<file path="config.mk">
export PLATFORM = sky130hd
export DESIGN_NAME = xo_dispatch_queue_flat
export DESIGN_NICKNAME = d
export VERILOG_FILES = /design/src/rtl/xo_dispatch_queue_pkg.sv /design/src/rtl/xo_dispatch_queue_if.sv /design/src/rtl/xo_sync_fifo.sv /design/src/rtl/xo_dispatch_queue.sv /design/src/flat_wrapper.sv
export SDC_FILE = /design/constraint.sdc
export NUM_CORES = 1
export LEC_CHECK = 0
export ABC_AREA = 1
export CAP_MARGIN = 20
export CORE_ASPECT_RATIO = 0.6
export CORE_UTILIZATION = 45
export DETAILED_ROUTE_END_ITERATION = 10
export PLACE_DENSITY = 0.65
export SYNTH_ARGS = -nofsm -noshare
export SYNTH_HDL_FRONTEND = slang
export SYNTH_SLANG_ARGS = --single-unit
</file>
<file path="constraint.sdc">
create_clock -name clock_i -period 3.85 [get_ports clock_i]
set_input_delay 0.9625 -clock clock_i [delete_from_list [all_inputs] [get_ports clock_i]]
set_output_delay 0.9625 -clock clock_i [all_outputs]
set_load 0.1 [all_outputs]
</file>
<file path="src/rtl/xo_dispatch_queue_pkg.sv">
// Shared definitions for the XO dispatch path: field widths, functional-unit codes
// and the packed queue entry used by decode, dispatch and the execution units.
package xo_dispatch_queue_pkg;

    localparam int X_OP_CODE_WIDTH = 9;
    localparam int REG_WIDTH       = 5;
    localparam int FUNIT_WIDTH     = 3;
    localparam int NUM_UNITS       = 5;
    localparam int DEPTH           = 4;
    localparam int PTR_WIDTH       = 2;

    localparam logic [FUNIT_WIDTH-1:0] FU_FX     = 3'd0;
    localparam logic [FUNIT_WIDTH-1:0] FU_FP     = 3'd1;
    localparam logic [FUNIT_WIDTH-1:0] FU_LD_ST  = 3'd2;
    localparam logic [FUNIT_WIDTH-1:0] FU_BRANCH = 3'd3;
    localparam logic [FUNIT_WIDTH-1:0] FU_TRAP   = 3'd4;

    typedef struct packed {
        logic [REG_WIDTH-1:0]       reg1;
        logic [REG_WIDTH-1:0]       reg2;
        logic [REG_WIDTH-1:0]       reg3;
        logic [X_OP_CODE_WIDTH-1:0] x_op_code;
        logic                       bit1;
        logic                       bit2;
        logic [FUNIT_WIDTH-1:0]     funit;
    } xo_entry_t;

    function automatic logic unit_is_legal(input logic [FUNIT_WIDTH-1:0] code);
        return code < FUNIT_WIDTH'(NUM_UNITS);
    endfunction

endpackage

</file>
<file path="src/rtl/xo_dispatch_queue_if.sv">
// Decode-side and dispatch-side signals of the XO dispatch queue.
// master = decode/issue environment, slave = the queue itself.
interface xo_dispatch_queue_if;
    import xo_dispatch_queue_pkg::*;

    logic                       flush_i;
    logic                       enable_i;
    logic [REG_WIDTH-1:0]       reg1_i;
    logic [REG_WIDTH-1:0]       reg2_i;
    logic [REG_WIDTH-1:0]       reg3_i;
    logic [X_OP_CODE_WIDTH-1:0] xOpCode_i;
    logic                       bit1_i;
    logic                       bit2_i;
    logic [FUNIT_WIDTH-1:0]     functionalUnitCode_i;
    logic [NUM_UNITS-1:0]       unitReady_i;

    logic                       stall_o;
    logic [PTR_WIDTH:0]         count_o;
    logic [REG_WIDTH-1:0]       reg1_o;
    logic [REG_WIDTH-1:0]       reg2_o;
    logic [REG_WIDTH-1:0]       reg3_o;
    logic [X_OP_CODE_WIDTH-1:0] xOpCode_o;
    logic                       bit1_o;
    logic                       bit2_o;
    logic [FUNIT_WIDTH-1:0]     functionalUnitCode_o;
    logic                       enable_o;
    logic                       overflow_o;
    logic                       badUnit_o;

    modport master (
        output flush_i, enable_i, reg1_i, reg2_i, reg3_i, xOpCode_i, bit1_i, bit2_i,
               functionalUnitCode_i, unitReady_i,
        input  stall_o, count_o, reg1_o, reg2_o, reg3_o, xOpCode_o, bit1_o, bit2_o,
               functionalUnitCode_o, enable_o, overflow_o, badUnit_o
    );

    modport slave (
        input  flush_i, enable_i, reg1_i, reg2_i, reg3_i, xOpCode_i, bit1_i, bit2_i,
               functionalUnitCode_i, unitReady_i,
        output stall_o, count_o, reg1_o, reg2_o, reg3_o, xOpCode_o, bit1_o, bit2_o,
               functionalUnitCode_o, enable_o, overflow_o, badUnit_o
    );

endinterface

</file>
<file path="src/rtl/xo_sync_fifo.sv">
// Generic synchronous FIFO storage with wrapping pointers and an explicit count.
// The caller guarantees no write when full without a read, and no read when empty.
module xo_sync_fifo #(
    parameter int WIDTH = 29,
    parameter int DEPTH = 4,
    parameter int PTR_W = 2
) (
    input  logic             clk,
    input  logic             clear,
    input  logic             wr_en,
    input  logic [WIDTH-1:0] wr_data,
    input  logic             rd_en,
    output logic [WIDTH-1:0] rd_data,
    output logic [PTR_W:0]   count
);

    logic [WIDTH-1:0] mem [DEPTH];
    logic [PTR_W-1:0] wr_ptr;
    logic [PTR_W-1:0] rd_ptr;

    always_ff @(posedge clk) begin
        if (wr_en && !clear) begin
            mem[wr_ptr] <= wr_data;
        end
    end

    always_ff @(posedge clk) begin
        if (clear) begin
            wr_ptr <= '0;
            rd_ptr <= '0;
            count  <= '0;
        end else begin
            if (wr_en) begin
                wr_ptr <= wr_ptr + 1'b1;
            end
            if (rd_en) begin
                rd_ptr <= rd_ptr + 1'b1;
            end
            case ({wr_en, rd_en})
                2'b10:   count <= count + 1'b1;
                2'b01:   count <= count - 1'b1;
                default: count <= count;
            endcase
        end
    end

    assign rd_data = mem[rd_ptr];

endmodule

</file>
<file path="src/rtl/xo_dispatch_queue.sv">
// In-order dispatch buffer behind the XO decoder: queues decoded instructions and
// issues the head to its functional unit once that unit is ready.
module xo_dispatch_queue
    import xo_dispatch_queue_pkg::*;
(
    input  logic               clock_i,
    input  logic               reset_i,
    xo_dispatch_queue_if.slave bus
);

    localparam int ENTRY_WIDTH = $bits(xo_entry_t);
    localparam logic [PTR_WIDTH:0] FULL_COUNT = (PTR_WIDTH + 1)'(DEPTH);

    xo_entry_t            wr_entry;
    xo_entry_t            head;
    xo_entry_t            out_q;
    logic [PTR_WIDTH:0]   count;
    logic [7:0]           ready_ext;
    logic                 not_empty;
    logic                 full;
    logic                 pop;
    logic                 discard;
    logic                 wr_en;
    logic                 enable_q;
    logic                 bad_unit_q;
    logic                 overflow_q;

    assign wr_entry = '{
        reg1:      bus.reg1_i,
        reg2:      bus.reg2_i,
        reg3:      bus.reg3_i,
        x_op_code: bus.xOpCode_i,
        bit1:      bus.bit1_i,
        bit2:      bus.bit2_i,
        funit:     bus.functionalUnitCode_i
    };

    // Zero-extended so an illegal head code can never index past the ready vector.
    assign ready_ext = {{(8 - NUM_UNITS){1'b0}}, bus.unitReady_i};
    assign not_empty = (count != '0);
    assign full      = (count == FULL_COUNT);
    assign pop       = not_empty && unit_is_legal(head.funit) && ready_ext[head.funit];
    assign discard   = not_empty && !unit_is_legal(head.funit);
    assign wr_en     = bus.enable_i && (!full || pop || discard);

    xo_sync_fifo #(
        .WIDTH (ENTRY_WIDTH),
        .DEPTH (DEPTH),
        .PTR_W (PTR_WIDTH)
    ) u_fifo (
        .clk     (clock_i),
        .clear   (reset_i || bus.flush_i),
        .wr_en   (wr_en),
        .wr_data (wr_entry),
        .rd_en   (pop || discard),
        .rd_data (head),
        .count   (count)
    );

    // Flush clears the handshake and sticky flags but leaves the last dispatched fields.
    always_ff @(posedge clock_i) begin
        if (reset_i) begin
            out_q      <= '0;
            enable_q   <= 1'b0;
            bad_unit_q <= 1'b0;
            overflow_q <= 1'b0;
        end else if (bus.flush_i) begin
            enable_q   <= 1'b0;
            bad_unit_q <= 1'b0;
            overflow_q <= 1'b0;
        end else begin
            enable_q   <= pop;
            bad_unit_q <= discard;
            if (pop) begin
                out_q <= head;
            end
            if (bus.enable_i && !wr_en) begin
                overflow_q <= 1'b1;
            end
        end
    end

    assign bus.stall_o              = full;
    assign bus.count_o              = count;
    assign bus.reg1_o               = out_q.reg1;
    assign bus.reg2_o               = out_q.reg2;
    assign bus.reg3_o               = out_q.reg3;
    assign bus.xOpCode_o            = out_q.x_op_code;
    assign bus.bit1_o               = out_q.bit1;
    assign bus.bit2_o               = out_q.bit2;
    assign bus.functionalUnitCode_o = out_q.funit;
    assign bus.enable_o             = enable_q;
    assign bus.overflow_o           = overflow_q;
    assign bus.badUnit_o            = bad_unit_q;

endmodule

</file>
<file path="src/flat_wrapper.sv">
// flat-port wrapper written by rule: the top's interface ports become plain ports
module xo_dispatch_queue_flat import xo_dispatch_queue_pkg::*;
  (clock_i, reset_i, bus_flush_i, bus_enable_i, bus_reg1_i, bus_reg2_i, bus_reg3_i, bus_xOpCode_i, bus_bit1_i, bus_bit2_i, bus_functionalUnitCode_i, bus_unitReady_i, bus_stall_o, bus_count_o, bus_reg1_o, bus_reg2_o, bus_reg3_o, bus_xOpCode_o, bus_bit1_o, bus_bit2_o, bus_functionalUnitCode_o, bus_enable_o, bus_overflow_o, bus_badUnit_o);
  xo_dispatch_queue_if bus_i ();
  input  logic clock_i;
  input  logic reset_i;
  input wire logic [$bits(bus_i.flush_i)-1:0] bus_flush_i;
  input wire logic [$bits(bus_i.enable_i)-1:0] bus_enable_i;
  input wire logic [$bits(bus_i.reg1_i)-1:0] bus_reg1_i;
  input wire logic [$bits(bus_i.reg2_i)-1:0] bus_reg2_i;
  input wire logic [$bits(bus_i.reg3_i)-1:0] bus_reg3_i;
  input wire logic [$bits(bus_i.xOpCode_i)-1:0] bus_xOpCode_i;
  input wire logic [$bits(bus_i.bit1_i)-1:0] bus_bit1_i;
  input wire logic [$bits(bus_i.bit2_i)-1:0] bus_bit2_i;
  input wire logic [$bits(bus_i.functionalUnitCode_i)-1:0] bus_functionalUnitCode_i;
  input wire logic [$bits(bus_i.unitReady_i)-1:0] bus_unitReady_i;
  output wire logic [$bits(bus_i.stall_o)-1:0] bus_stall_o;
  output wire logic [$bits(bus_i.count_o)-1:0] bus_count_o;
  output wire logic [$bits(bus_i.reg1_o)-1:0] bus_reg1_o;
  output wire logic [$bits(bus_i.reg2_o)-1:0] bus_reg2_o;
  output wire logic [$bits(bus_i.reg3_o)-1:0] bus_reg3_o;
  output wire logic [$bits(bus_i.xOpCode_o)-1:0] bus_xOpCode_o;
  output wire logic [$bits(bus_i.bit1_o)-1:0] bus_bit1_o;
  output wire logic [$bits(bus_i.bit2_o)-1:0] bus_bit2_o;
  output wire logic [$bits(bus_i.functionalUnitCode_o)-1:0] bus_functionalUnitCode_o;
  output wire logic [$bits(bus_i.enable_o)-1:0] bus_enable_o;
  output wire logic [$bits(bus_i.overflow_o)-1:0] bus_overflow_o;
  output wire logic [$bits(bus_i.badUnit_o)-1:0] bus_badUnit_o;
  assign bus_i.flush_i = bus_flush_i;
  assign bus_i.enable_i = bus_enable_i;
  assign bus_i.reg1_i = bus_reg1_i;
  assign bus_i.reg2_i = bus_reg2_i;
  assign bus_i.reg3_i = bus_reg3_i;
  assign bus_i.xOpCode_i = bus_xOpCode_i;
  assign bus_i.bit1_i = bus_bit1_i;
  assign bus_i.bit2_i = bus_bit2_i;
  assign bus_i.functionalUnitCode_i = bus_functionalUnitCode_i;
  assign bus_i.unitReady_i = bus_unitReady_i;
  assign bus_stall_o = bus_i.stall_o;
  assign bus_count_o = bus_i.count_o;
  assign bus_reg1_o = bus_i.reg1_o;
  assign bus_reg2_o = bus_i.reg2_o;
  assign bus_reg3_o = bus_i.reg3_o;
  assign bus_xOpCode_o = bus_i.xOpCode_o;
  assign bus_bit1_o = bus_i.bit1_o;
  assign bus_bit2_o = bus_i.bit2_o;
  assign bus_functionalUnitCode_o = bus_i.functionalUnitCode_o;
  assign bus_enable_o = bus_i.enable_o;
  assign bus_overflow_o = bus_i.overflow_o;
  assign bus_badUnit_o = bus_i.badUnit_o;
  xo_dispatch_queue u_core (.clock_i(clock_i), .reset_i(reset_i), .bus(bus_i));
endmodule
</file>
==> results of run 1 <==
cell usage after synthesis:
| master | n | share of area [%] |
|---|---|---|
| nand3_1 | 14 | 1.2 |
| o21ai_1 | 14 | 1.2 |
| inv_4 | 1 | 0.11 |
| o21ai_0 | 73 | 6.2 |
| nor2_1 | 118 | 7.5 |
| o22ai_1 | 26 | 2.7 |
| nor2_8 | 1 | 0.34 |
| dfxtp_1 | 41 | 14 |
| nand2_1 | 24 | 1.5 |
| clkbuf_1 | 17 | 1.1 |
| buf_4 | 1 | 0.13 |
| ha_1 | 5 | 1.1 |
| inv_2 | 2 | 0.13 |
| edfxtp_1 | 116 | 59 |
| nor3_1 | 1 | 0.084 |
| buf_2 | 2 | 0.17 |
| nand4_1 | 1 | 0.11 |
| inv_1 | 15 | 0.95 |
| fa_1 | 1 | 0.34 |
| a21oi_1 | 13 | 1.1 |
| buf_6 | 6 | 1.1 |
| nand2_2 | 3 | 0.32 |
per-stage QoR:
step	util, %	cell area (um2)	total power (uW)	instances	hold WS (ns)
CTS	57.5	7390	3750	756	0.454
global route	57.5	7390	3850	756	0.501
floorplan	-	5930	2120	495	0.458
global placement	53.4	6860	2230	724	0.443
finish	57.5	7390	3720	756	0.454
detailed placement	53.4	6860	2240	724	0.447
cell families (layout without fill, tap and decap cells):
group / count (synthesis) / in the layout
flops: 157 / 157
fa+ha+maj: 6 / 6
simple gates: 162 / 162
buf+inv: 44 / 135
compound gates: 126 / 126
per-layer routing:
layer / vias to the layer above / wire (um) / track usage (%)
met1: 1906 / 6220 / 29.4
li1: 1909 / - / -
met3: 18 / 754 / 4.24
met4: 0 / 187 / 8.16
met2: 130 / 5940 / 31.9
met5: - / 0 / 0
power breakdown:
group | total [uW] | internal [uW] | switching (uW) | leakage, uW
sequential | 1860 | 1850 | 16.5 | 0.00138
clock | 1520 | 876 | 647 | 0.000271
combinational | 336 | 98.1 | 238 | 0.000973
worst paths after layout:
check | from | endpoint | slack, ns
worst max-delay path | register | u_core.u_fifo.count[2]$_SDFFE_PP0P_ | 0.66
worst min-delay path | u_core.bus.overflow_o$_SDFFE_PP0P_ | u_core.bus.overflow_o$_SDFFE_PP0P_ | 0.45
worst max register to register | register | u_core.u_fifo.count[2]$_SDFFE_PP0P_ | 0.66
worst min register to register | u_core.bus.overflow_o$_SDFFE_PP0P_ | u_core.bus.overflow_o$_SDFFE_PP0P_ | 0.45
registers in the layout, summed over array words and instances (netlist names), named ones only:
register                         cells
u_core.u_fifo.mem                  116
u_core.bus.xOpCode_o                 9
u_core.bus.reg1_o                    5
u_core.bus.reg2_o                    5
u_core.bus.reg3_o                    5
u_core.bus.functionalUnitCode_o      3
u_core.u_fifo.count                  3
u_core.u_fifo.rd_ptr                 2
u_core.u_fifo.wr_ptr                 2
u_core.bus.badUnit_o                 1
u_core.bus.bit1_o                    1
u_core.bus.bit2_o                    1
u_core.bus.enable_o                  1
u_core.bus.overflow_o                1
layout make-up:
class | instances | area, um2
Inverter | 18 | 70.1
Sequential cell | 157 | 4310
Fill cell | 1035 | 5460
Timing Repair Buffer | 85 | 831
Clock buffer | 22 | 475
Clock inverter | 10 | 58.8
Tap cell | 170 | 213
Multi-Input combinational cell | 294 | 1440
worst reg2reg max path: cells and delay by family (launching register included):
family | cells | cell delay, ns
compound gates | 5 | 0.63
fa+ha+maj | 2 | 0.54
buf+inv | 2 | 0.54
flops | 1 | 0.52
simple gates | 7 | 0.85
==> results by group, run 1 <==
Critical path
  – Critical Path RT: 4.16 ns
  – Setup crit end kind: register
  – WP data arrival: 3.49 ns
  – Family with the most delay on the worst path: simple AND/OR/NAND/NOR gates
  – Worst Setup Start Kind: register
  – Crit-path max FO: 44
  – Slowest CP cell: dfxtp_2
  – Worst setup path class: register to register
  – CP max stage delay: 0.52 ns
  – Levels on crit path: 16
  – Reg2reg path depth: 16
  – Most used cell along the critical path: a21oi_1
  – CP Buf/Inv Count: 2
  – CP Cell Sequence: buf_4, nand2_1, nand3_1, nand2_2, a21oi_1, nor2_1, nand2_2, nand3_1, nand2_1, ha_1, inv_1, fa_1, a21oi_1, o21ai_0, o21ai_0, a21oi_1

Route
  – Initial DRC count: 288
  – Routed WL per cell: 17.3 um
  – DR vias/cell: 5.24
  – Via Count: 3963
  – DRC viols: 0
  – 1st-pass router iterations: 5
  – Final WL: 13.1 mm
  – Post-route antenna net violation count: 0

Timing
  – Final hold violation count: 0
  – Setup ws final: 0.663 ns
  – Worst Tran Pin Value: 1.01 ns
  – Setup Viol. Count Final: 0
  – Max Fclk: 314 MHz
  – Setup TNS: 0 ns
  – Rel. slew slack: 32.2%
  – RSZ-0062 raised after global routing: false
  – Crit share post-route: 82.8%
  – Final min period: 3.19 ns
  – Post-route clock skew: 0.00857 ns
  – Final Slew Violations: 0

Yosys
  – Synth Warn #: 0
  – Net Count, Synth: 539
  – Syn_area_per_cell: 12.0 um2
  – Register bit count reported by yosys: 157
  – Synth Cell Area: 5920 um2
  – Synth Area in XOR/XNOR: 0%
  – Post-synthesis simple-gate area fraction: 11.0%
  – Yosys cell types: 22
  – Synth Instances: 495
  – Post-synthesis mux area share: 0%
  – Post-Synth Adder-Cell Area: 1.39%
  – Post-synthesis compound-gate area fraction: 11.2%
  – Sequential area share after synthesis: 72.7%
  – Largest family of logic cells by synthesized area: compound AO/OA/AOI/OAI gates

Die
  – Horiz. Die Dim: 150 um
  – Io pins: 74
  – Die area: 13600 um2
  – Core footprint: 12900 um2
  – Row count: 32
  – Initial Utilization: 46.1%
  – Die Span Y: 90.9 um

Clock network
  – Skew-Pair Late Insertion Delay: 0.42 ns
  – CTS tree: done
  – Clock transition at path regs: 0.06 ns
  – Max H-tree Level: 4
  – Cts hold-fix bufs: 0
  – Num CTS Buffers: 17
  – Root Buffer: clkbuf_16
  – Post-CTS setup buffer count: 0
  – Clock sinks: 157
  – Post-CTS resize count: 0
  – Max clock buf depth: 2

Finish
  – Nets@finish: 617
  – Layout area overhead: 24.8%
  – Fraction of layout cells with a size suffix above 1: 9.39%
  – ANT cells: 0
  – Most frequent cells in the layout: 116 x edfxtp_1, 114 x nor2_1, 73 x o21ai_0, 72 x clkdlybuf4s50_1, 40 x dfxtp_1
  – Commonest non-fill, non-tap cell in the layout: edfxtp_1

Global route
  – Largest net degree at the start of global routing: 45
  – Number of global-route vias before repair: 3880
  – First-pass GRT wire length: 20.9 mm
  – Initial antenna violation count: 0
  – Total GRT Usage: 20.9%
  – Grt total ovfl: 0

Worst hold path
  – Hold WC Path Type: register to register
  – Hold path depth: 2

Place
  – Dpl hpwl: 7.80 mm
  – RD Place Congestion: 0.773
  – Port bufs: 73
  – Setup slack at placement: 0.580 ns

Status
  – Status: completed

Pwr
  – Worst vdd ir: 0.321 mV
  – Power Dens Cells: 504 nW/um2
  – Leak pwr: 0.00262 uW

Run
  – Max Cap Viol: 0
Power figures use the tool's default switching activity.
==> run 2: changes to the inputs <==
Settings changed: PLACE_DENSITY 0.65 to 0.67.
Clock period 3.85 ns to 2.8 ns, I/O delays scaled along.
==> run 2 against run 1 <==
  * Largest cell class unchanged
  * Sequential share of layout area shrank 0.26 points
  * Count of clock-buffer cells in the layout increased by 1
  * Highest routed layer unchanged
  * Combinational power is 39% higher
  * Die area is the same
  * First-iteration DRC count grew 8.7%
==> results by group, run 2 (same netlist as run 1, synthesis figures left out) <==
Clock network
  – Skew-Pair Late Insertion Delay: 0.42 ns (about the same)
  – Clock transition at path regs: 0.06 ns (about the same)
  – Post-CTS setup buffer count: 0 (unchanged)
  – Max H-tree Level: 4 (unchanged)
  – Clock sinks: 157 (unchanged)
  – Root Buffer: clkbuf_16
  – Num CTS Buffers: 17 (unchanged)
  – Max clock buf depth: 2 (unchanged)
  – CTS tree: done

Global route
  – Largest net degree at the start of global routing: 30 (-33%)
  – Grt total ovfl: 0 (unchanged)
  – Initial antenna violation count: 0 (unchanged)
  – Number of global-route vias before repair: 4004 (+3.2%)
  – First-pass GRT wire length: 20.6 mm (-1.3%)
  – Total GRT Usage: 20.5% (-0.44 points)

Status
  – Status: completed

Pwr
  – Leak pwr: 0.00274 uW (+4.5%)
  – Power Dens Cells: 694 nW/um2 (+38%)
  – Worst vdd ir: 0.463 mV (+45%)
  – Total Power: 5160 uW (+39%)

Timing
  – Final min period: 2.54 ns (-0.650 ns)
  – RSZ-0062 raised after global routing: false
  – Setup ws final: 0.263 ns (-0.400 ns)
  – Worst Tran Pin Value: 0.479 ns (-0.534 ns)
  – Crit share post-route: 90.6% (+7.8 points)
  – Worst hold margin: 0.462 ns (+0.00821 ns)
  – Setup Viol. Count Final: 0 (unchanged)
  – Rel. slew slack: 68.0% (+36 points)
  – Final Slew Violations: 0 (unchanged)
  – Final hold violation count: 0 (unchanged)
  – Max Fclk: 394 MHz (+26%)
  – Post-route clock skew: 0.00932 ns (+0.000749 ns)

Place
  – Setup slack at placement: -0.0782 ns (-0.658 ns)
  – Post-DP Area: 6890 um2 (+0.42%)
  – Dpl hpwl: 8.03 mm (+2.9%)
  – RD Place Congestion: 0.806 (+4.3%)
  – # placed instances: 732 (+1.1%)
  – Port bufs: 73 (unchanged)

Route
  – Via Count: 3998 (+0.88%)
  – DR vias/cell: 5.23 (-0.17%)
  – DRC viols: 0 (unchanged)
  – Post-route antenna net violation count: 0 (unchanged)
  – Initial DRC count: 313 (+8.7%)
  – Final WL: 13.0 mm (-1.1%)
  – 1st-pass router iterations: 4 (-1)
  – Routed WL per cell: 17.0 um (-2.1%)

Finish
  – Nets@finish: 625 (+1.3%)
  – Fraction of layout cells with a size suffix above 1: 17.8% (+8.5 points)
  – Max FFs per register: 116 (unchanged)
  – Layout area overhead: 25.6%
  – Design Area, Final: 7440 um2 (+0.63%)
  – Non-filler cells, final: 764 (+1.1%)
  – ANT cells: 0 (unchanged)
  – Fillcell total: 1037 (+0.19%)
  – Commonest non-fill, non-tap cell in the layout: edfxtp_1
  – Largest Register: u_core.u_fifo.mem
  – Most frequent cells in the layout: 116 x edfxtp_1, 114 x nor2_1, 71 x o21ai_0, 52 x buf_4, 37 x clkdlybuf4s50_1

Critical path
  – Worst setup path class: register to register
  – R2R Setup Slk: 0.26 ns (-0.40 ns)
  – Worst Setup Start Kind: register
  – WP data arrival: 2.85 ns (-0.64 ns)
  – Crit-path max FO: 9 (-80%)
  – Critical Path RT: 3.11 ns (-1.05 ns)
  – Reg2reg path depth: 17 (+1)
  – Setup crit end kind: register
  – RR Endpoint: u_core.u_fifo.count[1]$_SDFFE_PP0P_

Worst hold path
  – Hold Crit Start: u_core.bus.overflow_o$_SDFFE_PP0P_
  – Hold path endpoint: u_core.bus.overflow_o$_SDFFE_PP0P_
  – Hold path depth: 2 (unchanged)
  – Hold WC Path Type: register to register

Die
  – Core footprint: 12900 um2 (unchanged)
  – Initial Utilization: 46.1% (unchanged)
  – Die Span Y: 90.9 um (unchanged)
  – Io pins: 74 (unchanged)
  – Die area: 13600 um2 (unchanged)
  – Row count: 32 (unchanged)
  – Horiz. Die Dim: 150 um (unchanged)

Run
  – Max Cap Viol: 0 (unchanged)
run 2: changes by cell type in the layout (fill, tap and decap cells not counted), moves of 2 or more:
cell,previous run,this run
clkdlybuf4s50_1,72,37
dfxtp_1,40,36
buf_12,1,4
dfxtp_2,1,4
o21ai_0,73,71
o21ai_1,14,16
buf_4,12,52
inv_4,6,4
run 2: what timing repair did:
action	CTS	global route
resized for setup	0	2
hold buffers	0	0
endpoints found under the setup margin	0	2
run 2: report_power, final:
part | switching [uW] | internal [uW] | total [uW] | leakage, uW
clock | 895 | 1240 | 2130 | 0.000268
combinational | 330 | 137 | 467 | 0.00109
sequential | 21.9 | 2540 | 2560 | 0.00138
run 2: metal layers:
metal	vias to the layer above	wire, um	global-route usage, %
met3	14	997	5.05
met2	138	5850	30.1
met4	0	153	8.67
li1	1928	-	-
met5	-	0	0
met1	1918	5970	28.9
run 2: final cells by class:
type | instances | area (um2) | area share, %
Clock buffer | 23 | 490 | 6.59
Clock inverter | 9 | 56.3 | 0.757
Inverter | 18 | 72.6 | 0.975
Multi-Input combinational cell | 294 | 1450 | 19.5
Sequential cell | 157 | 4310 | 58.0
Tap cell | 170 | 213 | 2.86
Timing Repair Buffer | 93 | 841 | 11.3
run 2: per-stage QoR:
| step | TNS [ns] | utilization [%] |
|---|---|---|
| after floorplan | -0.00977 | - |
| after global placement | 0 | 53.6 |
| after detailed placement | -0.153 | 53.6 |
| after CTS | 0 | 57.8 |
| after global routing | 0 | 57.9 |
| final | 0 | 57.9 |
run 2: how the worst max path moves through the flow:
stage / from / end / depth (start not counted)
after floorplan: u_core.u_fifo.count[2]$_SDFFE_PP0P_ / u_core.u_fifo.count[1]$_SDFFE_PP0P_ / 10
after global placement: bus_unitReady_i[1] / u_core.u_fifo.count[2]$_SDFFE_PP0P_ / 15
after detailed placement: bus_unitReady_i[1] / u_core.u_fifo.count[1]$_SDFFE_PP0P_ / 14
after CTS: register / u_core.u_fifo.count[2]$_SDFFE_PP0P_ / 15
after global routing: register / u_core.u_fifo.count[1]$_SDFFE_PP0P_ / 17
final: register / u_core.u_fifo.count[1]$_SDFFE_PP0P_ / 17
run 2: critical path, cell delays in order (launching register included):
cell and delay, ns:
dfxtp_2 0.38, inv_2 0.15, nand2_1 0.07, nand3_1 0.12
nand2_1 0.13, nand2_1 0.08, nand3_1 0.06, nand2_1 0.07
nand2_1 0.06, nand2_2 0.15, nand3_2 0.13, nand2_2 0.11
ha_1 0.14, inv_1 0.07, fa_2 0.51, nor2_1 0.04
a21oi_1 0.13, nor2_1 0.05
